## src/rtl/video_trig_pkg.sv

```systemverilog
// rtl/video_trig_pkg.sv - shared types and constants for the video line trigger
package video_trig_pkg;

    // Per-channel trigger state
    typedef enum logic [1:0] {
        CH_IDLE  = 2'b00,
        CH_ARMED = 2'b01,
        CH_FIRED = 2'b10
    } ch_state_t;

    // Field qualifier codes (00 and 11 both mean "any field")
    localparam logic [1:0] FQ_ANY      = 2'b00;
    localparam logic [1:0] FQ_ODD      = 2'b01;
    localparam logic [1:0] FQ_EVEN     = 2'b10;
    localparam logic [1:0] FQ_ANY_ALT  = 2'b11;

    // Default line numbering for the two supported standards
    localparam int NTSC_TOTAL_DEF = 525;
    localparam int PAL_TOTAL_DEF  = 625;
    localparam int NTSC_START_DEF = 5;
    localparam int PAL_START_DEF  = 2;

    // True when a channel's field qualifier accepts the current field
    function automatic logic field_match(input logic [1:0] qual, input logic odd);
        logic ok;
        case (qual)
            FQ_ODD:     ok = odd;
            FQ_EVEN:    ok = ~odd;
            FQ_ANY,
            FQ_ANY_ALT: ok = 1'b1;
            default:    ok = 1'b1;
        endcase
        return ok;
    endfunction

endpackage

```

## src/rtl/video_line_trigger_if.sv

```systemverilog
// rtl/video_line_trigger_if.sv - sync inputs, channel configuration and trigger outputs
//   slave  : seen by video_line_trigger (sync/config in, triggers/status out)
//   master : seen by the driver of sync strobes and configuration
interface video_line_trigger_if #(
    parameter int NUM_CH = 4,
    parameter int LINE_W = 10
);
    logic                       hs_in;
    logic                       odd_field_tri;
    logic                       even_field_tri;
    logic                       video_mode;
    logic                       arm;
    logic                       auto_rearm;
    logic [NUM_CH-1:0]          ch_en;
    logic [NUM_CH*LINE_W-1:0]   ch_line;
    logic [2*NUM_CH-1:0]        ch_field;
    logic [NUM_CH-1:0]          tri_out;
    logic [NUM_CH-1:0]          tri_pulse;
    logic [LINE_W-1:0]          line_count;
    logic                       odd_field;

    modport slave (
        input  hs_in, odd_field_tri, even_field_tri, video_mode, arm, auto_rearm,
               ch_en, ch_line, ch_field,
        output tri_out, tri_pulse, line_count, odd_field
    );

    modport master (
        output hs_in, odd_field_tri, even_field_tri, video_mode, arm, auto_rearm,
               ch_en, ch_line, ch_field,
        input  tri_out, tri_pulse, line_count, odd_field
    );
endinterface

```

## src/rtl/vlt_channel.sv

```systemverilog
// rtl/vlt_channel.sv - one trigger channel: IDLE/ARMED/FIRED FSM, config buffers, line compare
//   clk, rst      : clock, synchronous active-high reset
//   hs_tick       : qualified line edge (running, no field strobe this cycle)
//   field_start   : field strobe this cycle
//   odd_field     : current field parity
//   count         : line number before this edge's increment
//   arm, auto_rearm, en, line_in, field_in : control and live configuration
//   tri_out       : trigger level, tri_pulse : one-cycle trigger pulse
module vlt_channel
    import video_trig_pkg::*;
#(
    parameter int LINE_W = 10
) (
    input  logic              clk,
    input  logic              rst,
    input  logic              hs_tick,
    input  logic              field_start,
    input  logic              odd_field,
    input  logic [LINE_W-1:0] count,
    input  logic              arm,
    input  logic              auto_rearm,
    input  logic              en,
    input  logic [LINE_W-1:0] line_in,
    input  logic [1:0]        field_in,
    output logic              tri_out,
    output logic              tri_pulse
);

    ch_state_t         state;
    logic [LINE_W-1:0] buf_line;
    logic [1:0]        buf_field;

    // Line 0 and lines beyond the frame total can never equal the counter,
    // so such channels simply stay armed.
    logic hit;
    assign hit = hs_tick && (count == buf_line) && field_match(buf_field, odd_field);

    always_ff @(posedge clk) begin
        if (rst) begin
            state     <= CH_IDLE;
            tri_out   <= 1'b0;
            tri_pulse <= 1'b0;
            buf_line  <= '0;
            buf_field <= FQ_ANY;
        end else begin
            tri_pulse <= 1'b0;
            if (!en) begin
                state   <= CH_IDLE;
                tri_out <= 1'b0;
            end else begin
                case (state)
                    CH_IDLE: begin
                        if (arm) begin
                            state     <= CH_ARMED;
                            buf_line  <= line_in;
                            buf_field <= field_in;
                        end
                    end
                    CH_ARMED: begin
                        // arm takes priority over a coincident match
                        if (arm) begin
                            buf_line  <= line_in;
                            buf_field <= field_in;
                        end else if (hit) begin
                            state     <= CH_FIRED;
                            tri_out   <= 1'b1;
                            tri_pulse <= 1'b1;
                        end
                    end
                    CH_FIRED: begin
                        if (arm || (field_start && auto_rearm)) begin
                            state     <= CH_ARMED;
                            tri_out   <= 1'b0;
                            buf_line  <= line_in;
                            buf_field <= field_in;
                        end
                    end
                    default: begin
                        state   <= CH_IDLE;
                        tri_out <= 1'b0;
                    end
                endcase
            end
        end
    end

endmodule

```

## src/rtl/video_line_trigger.sv

```systemverilog
// rtl/video_line_trigger.sv - multi-channel video line trigger top
//   clk_in : system clock, rst_in : synchronous active-high reset
//   bus    : hs/field strobes, mode, arm and per-channel config in;
//            tri_out, tri_pulse, line_count, odd_field out
module video_line_trigger
    import video_trig_pkg::*;
#(
    parameter int NUM_CH     = 4,
    parameter int LINE_W     = 10,
    parameter int NTSC_TOTAL = NTSC_TOTAL_DEF,
    parameter int PAL_TOTAL  = PAL_TOTAL_DEF,
    parameter int NTSC_START = NTSC_START_DEF,
    parameter int PAL_START  = PAL_START_DEF
) (
    input  logic              clk_in,
    input  logic              rst_in,
    video_line_trigger_if.slave bus
);

    localparam logic [LINE_W-1:0] NTSC_TOTAL_L = LINE_W'(NTSC_TOTAL);
    localparam logic [LINE_W-1:0] PAL_TOTAL_L  = LINE_W'(PAL_TOTAL);
    localparam logic [LINE_W-1:0] NTSC_START_L = LINE_W'(NTSC_START);
    localparam logic [LINE_W-1:0] PAL_START_L  = LINE_W'(PAL_START);

    logic              hs_s0, hs_s1, hs_fall;
    logic              running, odd_r, mode_r;
    logic [LINE_W-1:0] count;
    logic [LINE_W-1:0] total;
    logic              field_start, hs_tick;
    logic [NUM_CH-1:0] tri_out_w, tri_pulse_w;

    // Mode is captured at the field strobe so a mid-field change never
    // alters the wrap point of the field in progress.
    assign total       = mode_r ? PAL_TOTAL_L : NTSC_TOTAL_L;
    assign field_start = bus.odd_field_tri | bus.even_field_tri;
    // A field strobe suppresses counting and comparing in the same cycle.
    assign hs_tick     = hs_fall & running & ~field_start;

    always_ff @(posedge clk_in) begin
        if (rst_in) begin
            hs_s0   <= 1'b1;
            hs_s1   <= 1'b1;
            hs_fall <= 1'b0;
            running <= 1'b0;
            odd_r   <= 1'b0;
            mode_r  <= 1'b0;
            count   <= '0;
        end else begin
            hs_s0   <= bus.hs_in;
            hs_s1   <= hs_s0;
            hs_fall <= hs_s1 & ~hs_s0;
            if (field_start) begin
                count   <= bus.video_mode ? PAL_START_L : NTSC_START_L;
                running <= 1'b1;
                odd_r   <= bus.odd_field_tri;   // odd wins when both strobe
                mode_r  <= bus.video_mode;
            end else if (hs_tick) begin
                count <= (count == total) ? LINE_W'(1) : count + LINE_W'(1);
            end
        end
    end

    for (genvar i = 0; i < NUM_CH; i++) begin : g_ch
        vlt_channel #(.LINE_W(LINE_W)) u_ch (
            .clk         (clk_in),
            .rst         (rst_in),
            .hs_tick     (hs_tick),
            .field_start (field_start),
            .odd_field   (odd_r),
            .count       (count),
            .arm         (bus.arm),
            .auto_rearm  (bus.auto_rearm),
            .en          (bus.ch_en[i]),
            .line_in     (bus.ch_line[i*LINE_W +: LINE_W]),
            .field_in    (bus.ch_field[2*i +: 2]),
            .tri_out     (tri_out_w[i]),
            .tri_pulse   (tri_pulse_w[i])
        );
    end

    assign bus.tri_out    = tri_out_w;
    assign bus.tri_pulse  = tri_pulse_w;
    assign bus.line_count = count;
    assign bus.odd_field  = odd_r;

endmodule

```

## src/flat_wrapper.sv

```systemverilog
// flat-port wrapper written by rule: the top's interface ports become plain ports
module video_line_trigger_flat import video_trig_pkg::*;
#(
    parameter int NUM_CH     = 4,
    parameter int LINE_W     = 10,
    parameter int NTSC_TOTAL = NTSC_TOTAL_DEF,
    parameter int PAL_TOTAL  = PAL_TOTAL_DEF,
    parameter int NTSC_START = NTSC_START_DEF,
    parameter int PAL_START  = PAL_START_DEF
)
  (clk_in, rst_in, bus_hs_in, bus_odd_field_tri, bus_even_field_tri, bus_video_mode, bus_arm, bus_auto_rearm, bus_ch_en, bus_ch_line, bus_ch_field, bus_tri_out, bus_tri_pulse, bus_line_count, bus_odd_field);
  video_line_trigger_if #(.NUM_CH(NUM_CH), .LINE_W(LINE_W)) bus_i ();
  input  logic clk_in;
  input  logic rst_in;
  input wire logic [$bits(bus_i.hs_in)-1:0] bus_hs_in;
  input wire logic [$bits(bus_i.odd_field_tri)-1:0] bus_odd_field_tri;
  input wire logic [$bits(bus_i.even_field_tri)-1:0] bus_even_field_tri;
  input wire logic [$bits(bus_i.video_mode)-1:0] bus_video_mode;
  input wire logic [$bits(bus_i.arm)-1:0] bus_arm;
  input wire logic [$bits(bus_i.auto_rearm)-1:0] bus_auto_rearm;
  input wire logic [$bits(bus_i.ch_en)-1:0] bus_ch_en;
  input wire logic [$bits(bus_i.ch_line)-1:0] bus_ch_line;
  input wire logic [$bits(bus_i.ch_field)-1:0] bus_ch_field;
  output wire logic [$bits(bus_i.tri_out)-1:0] bus_tri_out;
  output wire logic [$bits(bus_i.tri_pulse)-1:0] bus_tri_pulse;
  output wire logic [$bits(bus_i.line_count)-1:0] bus_line_count;
  output wire logic [$bits(bus_i.odd_field)-1:0] bus_odd_field;
  assign bus_i.hs_in = bus_hs_in;
  assign bus_i.odd_field_tri = bus_odd_field_tri;
  assign bus_i.even_field_tri = bus_even_field_tri;
  assign bus_i.video_mode = bus_video_mode;
  assign bus_i.arm = bus_arm;
  assign bus_i.auto_rearm = bus_auto_rearm;
  assign bus_i.ch_en = bus_ch_en;
  assign bus_i.ch_line = bus_ch_line;
  assign bus_i.ch_field = bus_ch_field;
  assign bus_tri_out = bus_i.tri_out;
  assign bus_tri_pulse = bus_i.tri_pulse;
  assign bus_line_count = bus_i.line_count;
  assign bus_odd_field = bus_i.odd_field;
  video_line_trigger #(.NUM_CH(NUM_CH), .LINE_W(LINE_W), .NTSC_TOTAL(NTSC_TOTAL), .PAL_TOTAL(PAL_TOTAL), .NTSC_START(NTSC_START), .PAL_START(PAL_START)) u_core (.clk_in(clk_in), .rst_in(rst_in), .bus(bus_i));
endmodule
```

## config.mk

```make
export PLATFORM = sky130hd
export DESIGN_NAME = video_line_trigger_flat
export DESIGN_NICKNAME = d
export VERILOG_FILES = /design/src/rtl/video_trig_pkg.sv /design/src/rtl/video_line_trigger_if.sv /design/src/rtl/vlt_channel.sv /design/src/rtl/video_line_trigger.sv /design/src/flat_wrapper.sv
export SDC_FILE = /design/constraint.sdc
export NUM_CORES = 1
export LEC_CHECK = 0
export ABC_CLOCK_PERIOD_IN_PS = 4300
export CAP_MARGIN = 0
export CELL_PAD_IN_SITES_DETAIL_PLACEMENT = 0
export CELL_PAD_IN_SITES_GLOBAL_PLACEMENT = 1
export CORE_ASPECT_RATIO = 2
export CORE_MARGIN = 8
export CORE_UTILIZATION = 30
export DETAILED_ROUTE_END_ITERATION = 7
export GPL_TIMING_DRIVEN = 0
export PLACE_DENSITY = 0.67
export SYNTH_ARGS = -nofsm -noshare
export SYNTH_HDL_FRONTEND = slang
export SYNTH_SLANG_ARGS = --single-unit
```

## constraint.sdc

```tcl
create_clock -name clk_in -period 4.3 [get_ports clk_in]
set_input_delay 0.43 -clock clk_in [delete_from_list [all_inputs] [get_ports clk_in]]
set_output_delay 0.43 -clock clk_in [all_outputs]
set_load 0.05 [all_outputs]
```

; ---- After elaboration in Yosys (flattened, before gate mapping)
; Cells that the tools add are included.
[op_classes]
mux = 64
addsub = 1
bitwise_logic = 19
n_eq_ne = 45
reduce_logical = 51
[op_table]
columns = operator, count
row1 = 10-bit two-way mux, 11
row2 = 10-bit one-hot mux with 2 select lines, 4
row3 = 10-bit equality test, 5
row4 = 4-bit AND reduction, 12
row5 = 2-bit two-way mux, 18
row6 = 2-bit != test (second input constant), 13
row7 = 2-bit equality test (second input constant), 12
row8 = 1-bit one-hot mux with 3 select lines, 8
row9 = 2-bit one-hot mux with 3 select lines, 4
row10 = 2-bit OR reduction, 12
row11 = 2-bit by 1-bit equality test with 1-bit output (second input constant), 8
row12 = 2-bit zero test, 8
row13 = 2-bit one-hot mux with 2 select lines, 4
row14 = 4-bit OR reduction, 4
row15 = 1-bit NOT, 15
row16 = 2-bit by 1-bit != test with 1-bit output (second input constant), 7
row17 = 1-bit two-way mux, 13
row18 = 10-bit by 1-bit adder with 10-bit output (second input constant), 1
row19 = 2-bit nonzero test, 5
row20 = 1-bit logical AND, 9
row21 = 7-bit two-way mux, 1
row22 = 1-bit bitwise AND, 3
row23 = 3-bit two-way mux, 1
row24 = 1-bit logical OR, 1
row25 = 1-bit OR, 1
[totals]
out_inout_bits = 19
word_cells = 207
register_bits = 80
in_bits = 60

; ---- Logic depth before layout (Yosys ltp)
[logic_depth]
ltp_word = 8
mapped_depth = 8
depth_no_buf = 7

; ---- Hierarchy
; Synthesis repeated with hierarchy kept, for this count alone.
[hier_totals]
cells_unflattened = 410
area_unflattened_um2 = 3935.0
[modules_own_cells]
columns = mod, n_inst, cells_per_inst, area_per_inst_um2, seq_area_each_um2
row1 = vlt_channel, 4, 80, 788.3, 320.3
row2 = video_line_trigger, 1, 90, 782.0, 320.3

; ---- Worst setup path before layout
; Ideal clock, no wire load.
[synth_path]
path_kind = flip-flop to flip-flop
startpoint = register u_core.count[0], in the netlist u_core.bus.line_count[0]
endpoint = register u_core.g_ch[0].u_ch.state[1]
required_ps = 4230
setup_time_ps = 70
synth_period_minus_slack_ps = 2092
path_buffers = 1
arrival_time_ps = 2022
slack_ps = 2208
stages_incl_launch_ff = 7
cell_sequence = dfxtp_1 clkbuf_1 xor2_1 nor4_1 nand2_1 or4_1 a21oi_1
[synth_between]
elab_chain_len = 5
[synth_rtl]
columns = element, line_no
row1 = "start, declared", video_line_trigger.sv:27  ; logic [LINE_W-1:0] count;
row2 = "start signal, assigned", video_line_trigger.sv:53  ; count <= bus.video_mode ? PAL_START_L : NTSC_START_L;
row3 = "start signal, assigned", video_line_trigger.sv:58  ; count <= (count == total) ? LINE_W'(1) : count + LINE_W'(1);
row4 = 10-bit equality test, vlt_channel.sv:36  ; assign hit = hs_tick && (count == buf_line) && field_match(buf_field, odd_field);
row5 = 1-bit logical AND (2 in series), vlt_channel.sv:36
row6 = 2-bit != test (no source line), --
row7 = 4-bit AND reduction (no source line), --
row8 = "end signal, assigned", vlt_channel.sv:40  ; state <= CH_IDLE;
row9 = "end signal, assigned", vlt_channel.sv:48  ; state <= CH_IDLE;
row10 = "end signal, assigned", vlt_channel.sv:54  ; state <= CH_ARMED;
row11 = "end, declared", vlt_channel.sv:29  ; ch_state_t state;
; Every way passes these cells.
; A chain may end at the register's enable or synchronous reset.

; ---- Final worst setup path
[layout_path]
startpoint = input bus_odd_field_tri
endpoint = register u_core.g_ch[0].u_ch.buf_line[3]
[layout_between]
elab_chain_len = 5
[layout_rtl]
columns = element, line_no
row1 = "start, declared", flat_wrapper.sv:16  ; input wire logic [$bits(bus_i.odd_field_tri)-1:0] bus_odd_field_tri;
row2 = 1-bit OR, video_line_trigger.sv:35  ; assign field_start = bus.odd_field_tri | bus.even_field_tri;
row3 = 1-bit logical AND, vlt_channel.sv:71  ; if (arm || (field_start && auto_rearm)) begin
row4 = 1-bit logical OR, vlt_channel.sv:71
row5 = 2-bit != test (no source line), --
row6 = 4-bit AND reduction (no source line), --
row7 = "end signal, assigned", vlt_channel.sv:55  ; buf_line <= line_in;
row8 = "end signal, assigned", vlt_channel.sv:62  ; buf_line <= line_in;
row9 = "end signal, assigned", vlt_channel.sv:74  ; buf_line <= line_in;
row10 = "end, declared", vlt_channel.sv:30  ; logic [LINE_W-1:0] buf_line;
; Every way passes these cells.

==> key figures <==
Critical path
  – CP Class: in2reg
  – Critical-path maximum fanout: 10
  – Slowest CP cell: o21ai_0
  – Worst Path Arrival: 2.69 ns
  – Critical path required time: 4.51 ns
  – Worst Setup End Kind: flop
  – Crit path cell chain: clkdlybuf4s50_1 > o21ai_0 > a21oi_1 > o21ai_1 > buf_2 > mux2i_1 > nor2_1
  – CP Launch Type: input port
  – Crit path largest cell delay: 0.60 ns

Synth
  – Synth top area cells: dfxtp_1 (41%), mux2i_1 (12%), nor2_1 (6.6%), xnor2_1 (5.1%), xor2_1 (4.7%)
  – Post-Syn Area: 0.003935 sq mm
  – Post-synthesis cell count: 434
  – Post-Syn Area per Cell: 9.067 sq um
  – Post-synth top area share: 40.70%
  – Primary FF master, synth: dfxtp_1
  – Synth async-reset ratio: 0%
  – Sequential share of the synthesized area: 40.70%
  – Leading area contributor after synthesis: dfxtp_1
  – Post-synthesis register bit count: 80
  – Ys Warns: 0
  – Synth Net Count: 504
  – Post-synth EDFFs: 0
  – Netlist cell types: 51

Timing
  – Max-slew violation count: 0
  – Setup violators final: 0
  – Fin Setup TNS: 0 ns
  – Crit share post-route: 57.82%
  – Unrepaired setup endpoints after global routing: false
  – Fmax: 402.2 MHz
  – Fin crit period: 2.486 ns
  – Hold Fails Final Rpt: 0
  – Worst slew pin tran: 0.6988 ns
  – Worst slew margin: 52.92%
  – Worst Skew: 0.006092 ns
  – Worst setup margin: 1.814 ns

Clock tree
  – Num CTS Buffers: 9
  – Root buffer cell: clkbuf_16
  – Clk sink count: 80
  – CTS max path bufs: 2
  – Max H-tree Level: 3
  – CTS tree: built
  – Skew-Pair Late Insertion Delay: 0.33 ns
  – Hold-fix buffers at CTS: 0
  – Cts repair resizes: 0
  – Clk slew on worst S/H paths: 0.06 ns
  – Post-CTS Setup Inserts: 0

Floorplanning
  – Die Y: 178.0 microns
  – Initial Utilization: 30.46%
  – DIE WIDTH: 96.99 microns
  – Core area: 0.01292 sq mm
  – Ports: 79
  – Row Count: 59
  – Die area: 0.01726 sq mm

Worst hold path
  – Min-delay worst type: reg2reg

GRT
  – Grt total ovfl: 0
  – Initial antenna violation count: 0
  – Largest net degree at the start of global routing: 14
  – First-pass GRT wire length: 17540 microns
  – GR Util All Layers: 12.93%
  – Number of global-route vias before repair: 3437

Detailed routing
  – Number of antenna-violating nets in the routed design: 0
  – DRC: 0
  – DR vias/cell: 4.835
  – Initial DRC Count: 103
  – WL per Instance: 16.32 microns
  – Total Routed Length: 11100 microns
  – Pre-antenna DRT Iters: 4
  – Vias: 3288

Place
  – # port buffers: 78
  – Routability cong.: 0.8304
  – Setup slack after placement: 1.495 ns
  – Post-DP HPWL: 8811 microns

Pwr
  – PwrDens: 333.7 mW/mm^2
  – Static Leak: 2.196 nW
  – Peak supply drop: 0.2002 mV
  – Pwr Total: 1.729 mW

Final layout
  – Nets: 593
  – Final core occ: 40.11%
  – Share of post-route cells with drive strength above 1: 8.144%
  – Diode count: 0
  – Area Overhead vs Synth: 31.67%

Job
  – Maximum Capacitance Violations: 0

Outcome
  – Outcome: finished, final reports clean
-- layer usage --
metal	wire, microns	vias to the layer above	GRT usage [%]
li1	-	1653	-
met3	477	12	2.885
met2	6060	79	24.31
met1	4324	1544	13.10
met4	233	0	6.004
met5	0	-	0
-- Yosys cell counts, types with 4 or more instances --
| master | n |
|---|---|
| nand3_1 | 5 |
| xnor2_1 | 23 |
| o21ai_1 | 6 |
| xor2_1 | 21 |
| mux2i_1 | 48 |
| inv_1 | 13 |
| dfxtp_1 | 80 |
| nor2_1 | 69 |
| a21oi_1 | 16 |
| nand4_1 | 8 |
| nand2_1 | 32 |
| nor2b_1 | 7 |
| nor4_1 | 5 |
| ha_1 | 10 |
| or2_2 | 5 |
| clkbuf_1 | 11 |
| buf_2 | 9 |
| a211oi_1 | 4 |
| nand2b_1 | 5 |
| o21ai_0 | 7 |
| buf_4 | 8 |
-- sequential cells by signal, summed over array words and instances, names as in the netlist --
signal / cells
u_core.g_ch.u_ch.buf_line: 40
u_core.g_ch.u_ch.tri_pulse: 4
u_core.bus.odd_field: 1
u_core.g_ch.u_ch.tri_out: 4
u_core.g_ch.u_ch.state: 8
u_core.running: 1
u_core.mode_r: 1
u_core.g_ch.u_ch.buf_field: 8
u_core.hs_fall: 1
u_core.hs_s1: 1
u_core.bus.line_count: 10
u_core.hs_s0: 1
-- critical path, delay by kind of cell --
family	cells	cell delay [ns]
compound gates	3	1.11
buf+inv	2	0.84
mux	1	0.25
simple gates	1	0.05
-- cell families (layout without fill, tap and decap cells) --
kind of cell / count (synthesis) / count (layout) / synth area share (%)
multiplexers: 48 / 48 / 12.21
AND/OR/NAND/NOR: 153 / 153 / 18.44
XOR/XNOR: 44 / 44 / 9.793
adder cells (fa/ha/maj): 10 / 10 / 3.180
AO/OA/AOI/OAI: 56 / 56 / 10.49
buffers and inverters: 43 / 137 / 5.183
flip-flops: 80 / 80 / 40.70
-- cell usage in the layout, fill, tap and decap left out, drive strengths merged, types with 3 or more instances in the layout --
master	count
clkinv	3
clkbuf	23
dfxtp	80
xor2	21
a2111oi	3
xnor2	23
buf	17
o32ai	3
or3	3
a211oi	4
nand2	32
and2	3
nand4	8
nor4	6
nor2	69
inv	13
o21ai	13
nand2b	5
clkinvlp	3
ha	10
nand3	5
or2	6
clkdlybuf4s50	78
o311ai	3
nor2b	7
a21oi	16
mux2i	48
-- stage by stage --
| step | instances | cell area [sq um] | hold WS (ns) |
|---|---|---|---|
| CTS | 680 | 5181 | 0.4077 |
| global route | 680 | 5181 | 0.4153 |
| floorplan | 434 | 3935 | 0.3924 |
| global placement | 664 | 4906 | 0.4021 |
| finish | 680 | 5181 | 0.4058 |
| detailed placement | 664 | 4906 | 0.3999 |
-- cell type report --
| class | count | area (sq um) |
|---|---|---|
| Timing Repair Buffer | 78 | 780.7 |
| Inverter | 14 | 52.55 |
| Buffer | 29 | 151.4 |
| Clock inverter | 5 | 32.53 |
| Fill cell | 1305 | 7737 |
| Multi-Input combinational cell | 311 | 2130 |
| Sequential cell | 80 | 1602 |
| Clock buffer | 11 | 242.7 |
| Tap cell | 152 | 190.2 |
-- path summary, 6_finish.rpt --
| path | startpoint | endpoint | slack [ns] | cells after the start |
|---|---|---|---|---|
| max | bus_odd_field_tri | u_core.g_ch[0].u_ch.buf_line[3] | 1.81 | 7 |
| min | u_core.hs_s1 | u_core.hs_fall | 0.41 | 2 |
| max reg2reg | u_core.bus.line_count[1] | u_core.bus.line_count[5] | 2.05 | 7 |
| min reg2reg | u_core.hs_s1 | u_core.hs_fall | 0.41 | 2 |
-- power breakdown --
group	switching [mW]	internal, mW	total, mW
sequential	0.0212	0.771	0.792
clock	0.301	0.405	0.706
combinational	0.114	0.117	0.230
(Power assumes the default switching activity.)
